<file path="config.mk">
export PLATFORM = sky130hd
export DESIGN_NAME = reg_scoreboard_flat
export DESIGN_NICKNAME = d
export VERILOG_FILES = /design/src/rtl/reg_scoreboard_if.sv /design/src/rtl/reg_scoreboard.sv /design/src/flat_wrapper.sv
export SDC_FILE = /design/constraint.sdc
export NUM_CORES = 1
export LEC_CHECK = 0
export CAP_MARGIN = 30
export CORE_MARGIN = 2
export CORE_UTILIZATION = 60
export CTS_CLUSTER_DIAMETER = 200
export DETAILED_ROUTE_END_ITERATION = 8
export PLACE_DENSITY = 0.82
export SYNTH_ARGS = -nofsm -noshare
export SYNTH_HDL_FRONTEND = slang
export SYNTH_SLANG_ARGS = --single-unit
</file>
<file path="constraint.sdc">
create_clock -name clk -period 7.3 [get_ports clk]
set_input_delay 2.19 -clock clk [delete_from_list [all_inputs] [get_ports clk]]
set_output_delay 2.19 -clock clk [all_outputs]
set_load 0.02 [all_outputs]
</file>
<file path="src/rtl/reg_scoreboard_if.sv">
// Issue/writeback/status bundle between decode, writeback and the register-busy scoreboard.
// Decode/writeback drive through the master modport; the scoreboard is the slave.
interface reg_scoreboard_if #(
    parameter int unsigned NREGS  = 32,
    parameter int unsigned AWIDTH = 5
);
    logic              iss_valid;
    logic [AWIDTH-1:0] iss_rs1;
    logic              iss_rs1_used;
    logic [AWIDTH-1:0] iss_rs2;
    logic              iss_rs2_used;
    logic [AWIDTH-1:0] iss_rd;
    logic              iss_rd_we;
    logic              iss_ready;
    logic              wb_valid;
    logic [AWIDTH-1:0] wb_rd;
    logic [NREGS-1:0]  pending;
    logic              empty;
    logic              err;

    modport master (
        output iss_valid, iss_rs1, iss_rs1_used, iss_rs2, iss_rs2_used, iss_rd, iss_rd_we,
        output wb_valid, wb_rd,
        input  iss_ready, pending, empty, err
    );

    modport slave (
        input  iss_valid, iss_rs1, iss_rs1_used, iss_rs2, iss_rs2_used, iss_rd, iss_rd_we,
        input  wb_valid, wb_rd,
        output iss_ready, pending, empty, err
    );
endinterface

</file>
<file path="src/rtl/reg_scoreboard.sv">
// Register-busy scoreboard: per-register outstanding-write counters gating instruction issue.
// x0 is never tracked; underflow on writeback raises a sticky err until reset.
module reg_scoreboard #(
    parameter int unsigned NREGS  = 32,
    parameter int unsigned AWIDTH = 5,
    parameter int unsigned CNTW   = 2,
    parameter bit          BYPASS = 1'b0
) (
    input logic             clk,
    input logic             rst,
    reg_scoreboard_if.slave sb
);
    localparam logic [CNTW-1:0] CntMax = '1;

    logic [CNTW-1:0]  cnt_q [NREGS-1:1];
    logic [CNTW-1:0]  cnt_d [NREGS-1:1];
    logic             err_q;
    logic             err_d;
    logic [CNTW-1:0]  rs1_cnt;
    logic [CNTW-1:0]  rs2_cnt;
    logic [CNTW-1:0]  rd_cnt;
    logic             rs1_haz;
    logic             rs2_haz;
    logic             rd_blk;
    logic             ready;
    logic             issue;
    logic [NREGS-1:0] pend;

    // Address decode by search so narrow NREGS never indexes past the array.
    always_comb begin
        rs1_cnt = '0;
        rs2_cnt = '0;
        rd_cnt  = '0;
        for (int r = 1; r < NREGS; r++) begin
            if (sb.iss_rs1 == AWIDTH'(r)) rs1_cnt = cnt_q[r];
            if (sb.iss_rs2 == AWIDTH'(r)) rs2_cnt = cnt_q[r];
            if (sb.iss_rd == AWIDTH'(r))  rd_cnt  = cnt_q[r];
        end
    end

    always_comb begin
        rs1_haz = sb.iss_rs1_used && (rs1_cnt != '0)
                  && !(BYPASS && (rs1_cnt == CNTW'(1)) && sb.wb_valid && (sb.wb_rd == sb.iss_rs1));
        rs2_haz = sb.iss_rs2_used && (rs2_cnt != '0)
                  && !(BYPASS && (rs2_cnt == CNTW'(1)) && sb.wb_valid && (sb.wb_rd == sb.iss_rs2));
        // No writeback credit here: a full counter blocks even while it is being drained.
        rd_blk  = sb.iss_rd_we && (sb.iss_rd != '0) && (rd_cnt == CntMax);
        ready   = !rs1_haz && !rs2_haz && !rd_blk;
        issue   = sb.iss_valid && ready;
    end

    always_comb begin
        cnt_d = cnt_q;
        err_d = err_q;
        for (int r = 1; r < NREGS; r++) begin
            if ((issue && sb.iss_rd_we && (sb.iss_rd == AWIDTH'(r)))
                && !(sb.wb_valid && (sb.wb_rd == AWIDTH'(r)))) begin
                cnt_d[r] = cnt_q[r] + 1'b1;
            end else if ((sb.wb_valid && (sb.wb_rd == AWIDTH'(r)))
                         && !(issue && sb.iss_rd_we && (sb.iss_rd == AWIDTH'(r)))) begin
                if (cnt_q[r] == '0) err_d = 1'b1;
                else                cnt_d[r] = cnt_q[r] - 1'b1;
            end
        end
    end

    always_ff @(posedge clk) begin
        if (rst) begin
            for (int r = 1; r < NREGS; r++) cnt_q[r] <= '0;
            err_q <= 1'b0;
        end else begin
            cnt_q <= cnt_d;
            err_q <= err_d;
        end
    end

    always_comb begin
        pend = '0;
        for (int r = 1; r < NREGS; r++) pend[r] = (cnt_q[r] != '0);
    end

    assign sb.iss_ready = ready;
    assign sb.pending   = pend;
    assign sb.empty     = (pend == '0);
    assign sb.err       = err_q;
endmodule

</file>
<file path="src/flat_wrapper.sv">
// flat-port wrapper written by rule: the top's interface ports become plain ports
module reg_scoreboard_flat 
#(
    parameter int unsigned NREGS  = 32,
    parameter int unsigned AWIDTH = 5,
    parameter int unsigned CNTW   = 2,
    parameter bit          BYPASS = 1'b0
)
  (clk, rst, sb_iss_valid, sb_iss_rs1, sb_iss_rs1_used, sb_iss_rs2, sb_iss_rs2_used, sb_iss_rd, sb_iss_rd_we, sb_wb_valid, sb_wb_rd, sb_iss_ready, sb_pending, sb_empty, sb_err);
  reg_scoreboard_if #(.NREGS(NREGS), .AWIDTH(AWIDTH)) sb_i ();
  input logic clk;
  input logic rst;
  input wire logic [$bits(sb_i.iss_valid)-1:0] sb_iss_valid;
  input wire logic [$bits(sb_i.iss_rs1)-1:0] sb_iss_rs1;
  input wire logic [$bits(sb_i.iss_rs1_used)-1:0] sb_iss_rs1_used;
  input wire logic [$bits(sb_i.iss_rs2)-1:0] sb_iss_rs2;
  input wire logic [$bits(sb_i.iss_rs2_used)-1:0] sb_iss_rs2_used;
  input wire logic [$bits(sb_i.iss_rd)-1:0] sb_iss_rd;
  input wire logic [$bits(sb_i.iss_rd_we)-1:0] sb_iss_rd_we;
  input wire logic [$bits(sb_i.wb_valid)-1:0] sb_wb_valid;
  input wire logic [$bits(sb_i.wb_rd)-1:0] sb_wb_rd;
  output wire logic [$bits(sb_i.iss_ready)-1:0] sb_iss_ready;
  output wire logic [$bits(sb_i.pending)-1:0] sb_pending;
  output wire logic [$bits(sb_i.empty)-1:0] sb_empty;
  output wire logic [$bits(sb_i.err)-1:0] sb_err;
  assign sb_i.iss_valid = sb_iss_valid;
  assign sb_i.iss_rs1 = sb_iss_rs1;
  assign sb_i.iss_rs1_used = sb_iss_rs1_used;
  assign sb_i.iss_rs2 = sb_iss_rs2;
  assign sb_i.iss_rs2_used = sb_iss_rs2_used;
  assign sb_i.iss_rd = sb_iss_rd;
  assign sb_i.iss_rd_we = sb_iss_rd_we;
  assign sb_i.wb_valid = sb_wb_valid;
  assign sb_i.wb_rd = sb_wb_rd;
  assign sb_iss_ready = sb_i.iss_ready;
  assign sb_pending = sb_i.pending;
  assign sb_empty = sb_i.empty;
  assign sb_err = sb_i.err;
  reg_scoreboard #(.NREGS(NREGS), .AWIDTH(AWIDTH), .CNTW(CNTW), .BYPASS(BYPASS)) u_core (.clk(clk), .rst(rst), .sb(sb_i));
endmodule
</file>
==> summary.txt, run 1 <==
Status
  – Status: complete, no violations

GRT
  – Tot GR Track Use: 46.5%
  – Antenna violations before repair: 3
  – First-pass GRT wire length: 51900 µm
  – Number of global-route vias before repair: around 9.4k
  – Largest net degree at the start of global routing: 64
  – Total grt overflow: 0

STA
  – Max Fclk: 139 MHz
  – RSZ-0062 raised after global routing: false
  – Max_slew headroom: a little under two fifths
  – Final setup viols: 0
  – Max-slew violations: 0
  – Setup Skew: 10.0 ps
  – Fin crit period: 7180 ps
  – Crit share post-route: between 90% and 100%
  – Worst slew pin tran: 916 ps
  – Fin Hold WS: 521 ps
  – Endpoints failing hold: 0

CTS
  – Clock transition at the registers of the reported paths: 50 ps
  – TritonCTS clock tree: done
  – Root buffer cell: clkbuf_16
  – Hold-fix buffers, CTS: 0
  – Clk sinks: 63
  – Cts bufs inserted: 9
  – CTS Buffer Depth: 2
  – Clock Latency Late Sink: 340 ps
  – Clock H-tree levels: 3
  – Setup Buffers After CTS: 0

Logic synthesis
  – Synth warn: 0
  – Synth Net Count: 1282
  – Post-synth top cells: nor2_1 (120), nand2_1 (114), o21ai_0 (109)
  – Post-synthesis cell count: 1193
  – Top cell type's share of synthesized area: 15.6%
  – Netlist Area Pre-Place: about 0.0081 mm²
  – Count leader, synth: nor2_1
  – Post-synth ARST share: 0%
  – Sequential area share after synthesis: 15.6%
  – Yosys reg bits: 63
  – EDFF count, synth: 0
  – Most used DFF post-synth: dfxtp_1
  – Avg Inst Size Synth: 6.77 µm²
  – Main area contributors after synthesis: dfxtp_1 (16%), ha_1 (9.6%), o21ai_0 (6.8%)
  – Synth unique cells: 70
  – Yosys top cell by area: dfxtp_1

Route
  – Routed vias/inst: 6.94
  – Initial DRC Count: 1572
  – Total wire length: about 34000 µm
  – WL per Instance: 23.2 µm
  – First-pass DRT Iterations: 6
  – Via count: 10.1k
  – Residual DRC count: 0
  – Antenna viol nets, final: 0

Setup path
  – Launching point of the worst reg2reg path: u_core.cnt_q[60]
  – Crit path capture: sb_iss_ready
  – CP Data Required Time: 5110 ps
  – CP Class: input pin to output pin
  – R2R depth: 15
  – Crit path arrival time: 4990 ps
  – Critical Path End Type: output pin
  – CP Max Fanout: 6
  – Crit. Startpoint: sb_iss_rd[0]
  – Worst Setup Start Kind: input pin
  – Reg-to-reg endpoint: u_core.sb.err
  – Flop-to-flop setup slack: ~2600 ps

Finish
  – Fin util: slightly above 70%
  – Layout cells sized above 1: 13.6%
  – Syn-to-layout area delta: 18.6%
  – Final instance count without filler cells: 1459
  – Fin nets: 1364
  – Footprint of the multi-input gates: 0.00627 mm²
  – Reg area: 0.00126 mm²
  – Filler cells: 1061

Floorplanning
  – Die Y: between 100 and 150 µm
  – Die area: 0.0144 mm²
  – Core Area: between 0.01 and 0.015 mm²
  – # IOs: 62
  – Standard-cell rows: 42
  – Starting Density: 61.3%
  – Die Width: 120 µm

Placement
  – Routability Congestion: 1.09
  – Count of port buffers added during placement: 60
  – Hpwl dp: ~25000 µm
  – Placed Instances: approximately 1.4k

Power and ir drop
  – Peak supply drop: 0.134 mV
  – Leak pwr: between 3 and 4 nW
  – Pwr dens: 104 mW/mm²

Run
  – Max Cap Viol: 0

Hold path
  – Min-delay src: u_core.cnt_q[60]
  – Hold Path Class: flip-flop to flip-flop
[critical path, stage by stage]
cell and delay, ps:
clkdlybuf4s50_1 610, nor2b_1 390, a222oi_1 170, a21oi_1 190
a21oi_1 80, nor3_1 250, nor4b_1 90, o41a_2 500
and2_1 210, clkdlybuf4s15_1 300
[registers in the layout, indices dropped and copies added (netlist names)]
| name | flops |
|---|---|
| u_core.cnt_q | 62 |
| u_core.sb.err | 1 |
[where the power goes]
part	internal [mW]	total [mW]	leakage (nW)	switching, mW
Clock	0.228	0.395	0.126	0.166
Combinational	0.0995	0.256	3.34	0.156
Sequential	0.345	0.345	0.507	0.000646
[per-layer routing]
metal	wire [µm]	track usage, %
met1	12200	57.2
met2	13900	68.4
met3	4610	12.8
met4	3090	35.7
met5	16	0
[stage by stage]
stage / worst slack [ps] / area (µm²) / setup TNS (ps) / power [mW]
2_1_floorplan: 862 / 8080 / 0 / 0.503
3_3_place_gp: -175 / 9300 / -175 / 0.597
3_5_place_dp: -140 / 9300 / -140 / 0.597
4_1_cts: 90.0 / 9550 / 0 / 0.980
5_1_grt: 15.3 / 9570 / 0 / 1.02
6_report: 117 / 9580 / 0 / 0.996
[worst min path at each step]
stage	end	slack, ps	cells past startpoint
CTS	u_core.cnt_q[61]	520	2
global placement	u_core.cnt_q[61]	510	2
finish	u_core.cnt_q[61]	520	2
detailed placement	u_core.cnt_q[61]	520	2
global route	u_core.cnt_q[60]	570	2
floorplan	u_core.cnt_q[57]	480	2
[cell usage in the layout (no fill, tap or decap), types with 7 or more instances in the layout]
cell type        netlist  routed
a21oi_1              105     105
and2_1                 7       7
o21ai_0              109     108
nor4_1                12      12
inv_1                 48      48
nor3b_1               45      45
nand4_1               39      39
or4_1                  9       9
clkdlybuf4s50_1        0      57
a31oi_1                8       7
nand2b_1              24      24
nor2_1               120     120
ha_1                  62      62
a211oi_1              10      10
nor2b_1               68      68
clkbuf_16              0       9
nand2_1              114     114
and3_1                 7       7
nor3_1                19      18
a32oi_1                7       7
dfxtp_1               63      63
nand3_1               23      23
o22ai_1               12      12
buf_4                  2      92
or2_2                 30      30
and4_1                31      31
mux2_2                25      25
[repair_timing]
item | in CTS | in global routing
gates resized for setup | 1 | 6
setup endpoints to repair | 1 | 1
pin swaps | 1 | 0
[logic make-up (layout without fill, tap and decap cells)]
family | Yosys count | after routing | share of synthesized area [%]
and+or+nand+nor | 570 | 570 | 38.7
AOI/OAI and AO/OA | 328 | 328 | 24.5
buffers and inverters | 136 | 223 | 7.00
DFF | 63 | 63 | 15.6
adders and majority gates | 62 | 62 | 9.60
muxes | 33 | 33 | 4.51
other | 1 | 4 | 0.0464
[area by class of cell]
type,count,share of cell area [%]
Tap cell,176,2.30
Clock buffer,12,2.47
Sequential cell,63,13.2
Timing Repair Buffer,156,14.3
Inverter,51,2.00
Multi-Input combinational cell,994,65.5
Clock inverter,4,0.235
Antenna cell,3,0.0783
(Power assumes the default switching activity.)
==> run 2, diff against run 1 <==
- CTS_CLUSTER_SIZE: default -> 14
==> results of run 2 <==
No change in the layout: final DEF, timing and power equal those of run 1.
==> run 3, diff against run 2 <==
- ABC_AREA: default -> 1
==> run 3 against run 2 <==
Maximum frequency is 1.1% higher. Design area is 2.3% lower. Non-clock buffer count is 35 higher. Critical path type unchanged. Largest cell class unchanged. Sequential share of layout area is 0.31 points higher.
==> summary.txt, run 3 <==
Power and ir drop
  – Switching share of power: 29.6%
  – Overall Power: 1.05 mW
  – Clk pwr share: 46.8%
  – Peak supply drop: 0.0987 mV
  – Leak pwr: about 4.3 nW
  – Flop pwr share: 32.9%
  – Net switching power figure: approximately 0.31 mW
  – Int Power: approximately 0.74 mW
  – Comb pwr share: 20.3%
  – Pwr dens: 112 mW/mm²

Finish
  – Commonest non-fill, non-tap cell in the layout: nand2_1
  – Fin nets: roughly 1.6k
  – Design Area, Final: 0.00936 mm²
  – Reg area: 0.00126 mm²
  – Layout cells sized above 1: 13.4%
  – Fin util: 78.6%
  – Syn-to-layout area delta: 29.1%
  – Max reg flops: a little over 60
  – Final instance count without filler cells: 1627
  – Footprint of the multi-input gates: 0.00500 mm²
  – # diodes: 0
  – Filler cells: 929
  – Top reg by flops: u_core.cnt_q
  – Most frequent cells in the layout: nand2_1 (291), nor2_1 (251), inv_1 (244)

Logic synthesis
  – Synth unique cells: 41
  – Synth Net Count: approximately 1.4k
  – Netlist Area Pre-Place: ~0.0073 mm²
  – Top cell type's share of synthesized area: 17.4%
  – Yosys reg bits: 63
  – Post-synth ARST share: 0%
  – Avg Inst Size Synth: 5.57 µm²
  – Synth warn: 0
  – EDFF count, synth: 0
  – Post-synth top cells: nand2_1 (297), nor2_1 (261), inv_1 (248)
  – Most used DFF post-synth: dfxtp_1
  – Post-synthesis cell count: 1303
  – Count leader, synth: nand2_1
  – Sequential area share after synthesis: between 10% and 20%
  – Main area contributors after synthesis: dfxtp_1 (17%), nand2_1 (15%), nor2_1 (14%)
  – Yosys top cell by area: dfxtp_1

Setup path
  – Buf/Inv on CP: 4
  – CP Data Required Time: 5110 ps
  – Reg-to-reg endpoint: u_core.sb.err
  – R2R depth: 36
  – Flop-to-flop setup slack: about 3000 ps
  – Crit path capture: sb_iss_ready
  – Crit. Startpoint: sb_iss_rd[3]
  – Cell family with most CP delay: simple AND/OR/NAND/NOR gates
  – Critical Path End Type: output pin
  – Most used cell, CP: nand2_1
  – Worst Setup Start Kind: input pin
  – CP peak stage delay: approximately 320 ps
  – Launching point of the worst reg2reg path: u_core.cnt_q[5]
  – Critical path's slowest cell: dlygate4sd2_1
  – CP Class: input pin to output pin
  – Crit path arrival time: between 4000 and 5000 ps
  – Worst path depth: 26
  – CP Max Fanout: 4

Floorplanning
  – Standard-cell rows: 40
  – Starting Density: about 61%
  – Die Width: 114 µm
  – Die area: roughly 0.013 mm²
  – # IOs: between 60 and 70
  – Core Area: 0.0119 mm²
  – Die Y: roughly 110 µm

GRT
  – Largest net degree at the start of global routing: 46
  – Total grt overflow: 0
  – Antenna violations before repair: 0
  – Number of global-route vias before repair: between 8k and 9k
  – First-pass GRT wire length: 45800 µm
  – Tot GR Track Use: 45.5%

STA
  – RSZ-0062 raised after global routing: false
  – Fin Hold WS: 514 ps
  – Max Fclk: 141 MHz
  – Crit share post-route: 97.3%
  – Worst slew pin tran: 909 ps
  – Endpoints failing hold: 0
  – Fin Setup TNS: 0 ps
  – Fin worst setup slack: 196 ps
  – Final setup viols: 0
  – Setup Skew: 4.70 ps
  – Max_slew headroom: 39.1%
  – Max-slew violations: 0
  – Fin crit period: between 7000 and 8000 ps

CTS
  – CTS Buffer Depth: 2
  – Clock H-tree levels: 3
  – Clock transition at the registers of the reported paths: roughly 50 ps
  – Hold-fix buffers, CTS: 0
  – Clk sinks: 63
  – Cts bufs inserted: 9
  – Clock Latency Late Sink: ~350 ps
  – Root buffer cell: clkbuf_16
  – TritonCTS clock tree: done

Route
  – Initial DRC Count: 1307
  – Via count: 9726
  – Residual DRC count: 0
  – First-pass DRT Iterations: 8
  – Antenna viol nets, final: 0
  – WL per Instance: between 15 and 20 µm
  – Total wire length: 29500 µm
  – Routed vias/inst: 5.98

Run
  – Max Cap Viol: 0

Placement
  – Hpwl dp: 23000 µm
  – Count of port buffers added during placement: 60
  – Placed Instances: approximately 1.6k
  – Setup WS pre-CTS: -424 ps
  – Placed cell area: 0.00889 mm²
  – Routability Congestion: 1.10

Hold path
  – Hold Path Class: flip-flop to flip-flop

Status
  – Status: complete, no violations
run 3: cell type report:
cell class                      count  share of cell area [%]
Inverter                          254                    10.2
Timing Repair Buffer              191                    17.4
Sequential cell                    63                    13.5
Multi-Input combinational cell    956                    53.4
Clock buffer                       11                    2.70
Clock inverter                      5                   0.856
Tap cell                          147                    1.97
run 3: worst min-delay path by stage:
stage,from,endpoint,slack [ps],cells past startpoint
3_5_place_dp,u_core.cnt_q[52],u_core.cnt_q[52],500,2
2_1_floorplan,u_core.cnt_q[45],u_core.cnt_q[45],470,2
5_1_grt,u_core.cnt_q[52],u_core.cnt_q[52],520,2
4_1_cts,u_core.cnt_q[52],u_core.cnt_q[52],510,2
3_3_place_gp,u_core.cnt_q[57],u_core.cnt_q[57],490,1
6_report,u_core.cnt_q[4],u_core.cnt_q[4],510,2
run 3: kinds of logic (layout without fill, tap and decap cells):
family                     count (synthesis)  after routing  share of synthesized area [%]
and+or+nand+nor                          734            734                           42.8
AOI/OAI and AO/OA                        158            158                           13.9
DFF                                       63             63                           17.4
xor gates and xnor gates                   1              1                          0.121
adders and majority gates                 62             62                           10.7
other                                      1              1                         0.0517
buffers and inverters                    284            461                           15.0
run 3: tightest hold or removal path: stages, from the launching register on:
cell,delay [ps]
dfxtp_1,320
nor2_1,100
nor3_1,50
run 3: metal layers:
layer	GRT usage, %	wire length (µm)	part of all wire, %
met5	0	0	0
met4	25.8	1750	5.9
met3	12.1	3920	13
met2	71.9	12700	43
met1	55.9	11100	38
run 3: power by group through the flow:
stage	sequential, mW	combinational, mW	clock, mW
detailed placement	0.353	0.196	0
global route	0.346	0.225	0.509
finish	0.346	0.213	0.493
CTS	0.346	0.197	0.493
global placement	0.353	0.194	0
floorplan	0.354	0.0963	0
run 3: repair_timing:
action                                  in CTS  in global routing
hold endpoints to repair                     0                  0
pin swaps                                    0                 10
buffers inserted                             0                  0
gates resized for setup                     11                 45
endpoints found under the setup margin       1                  1
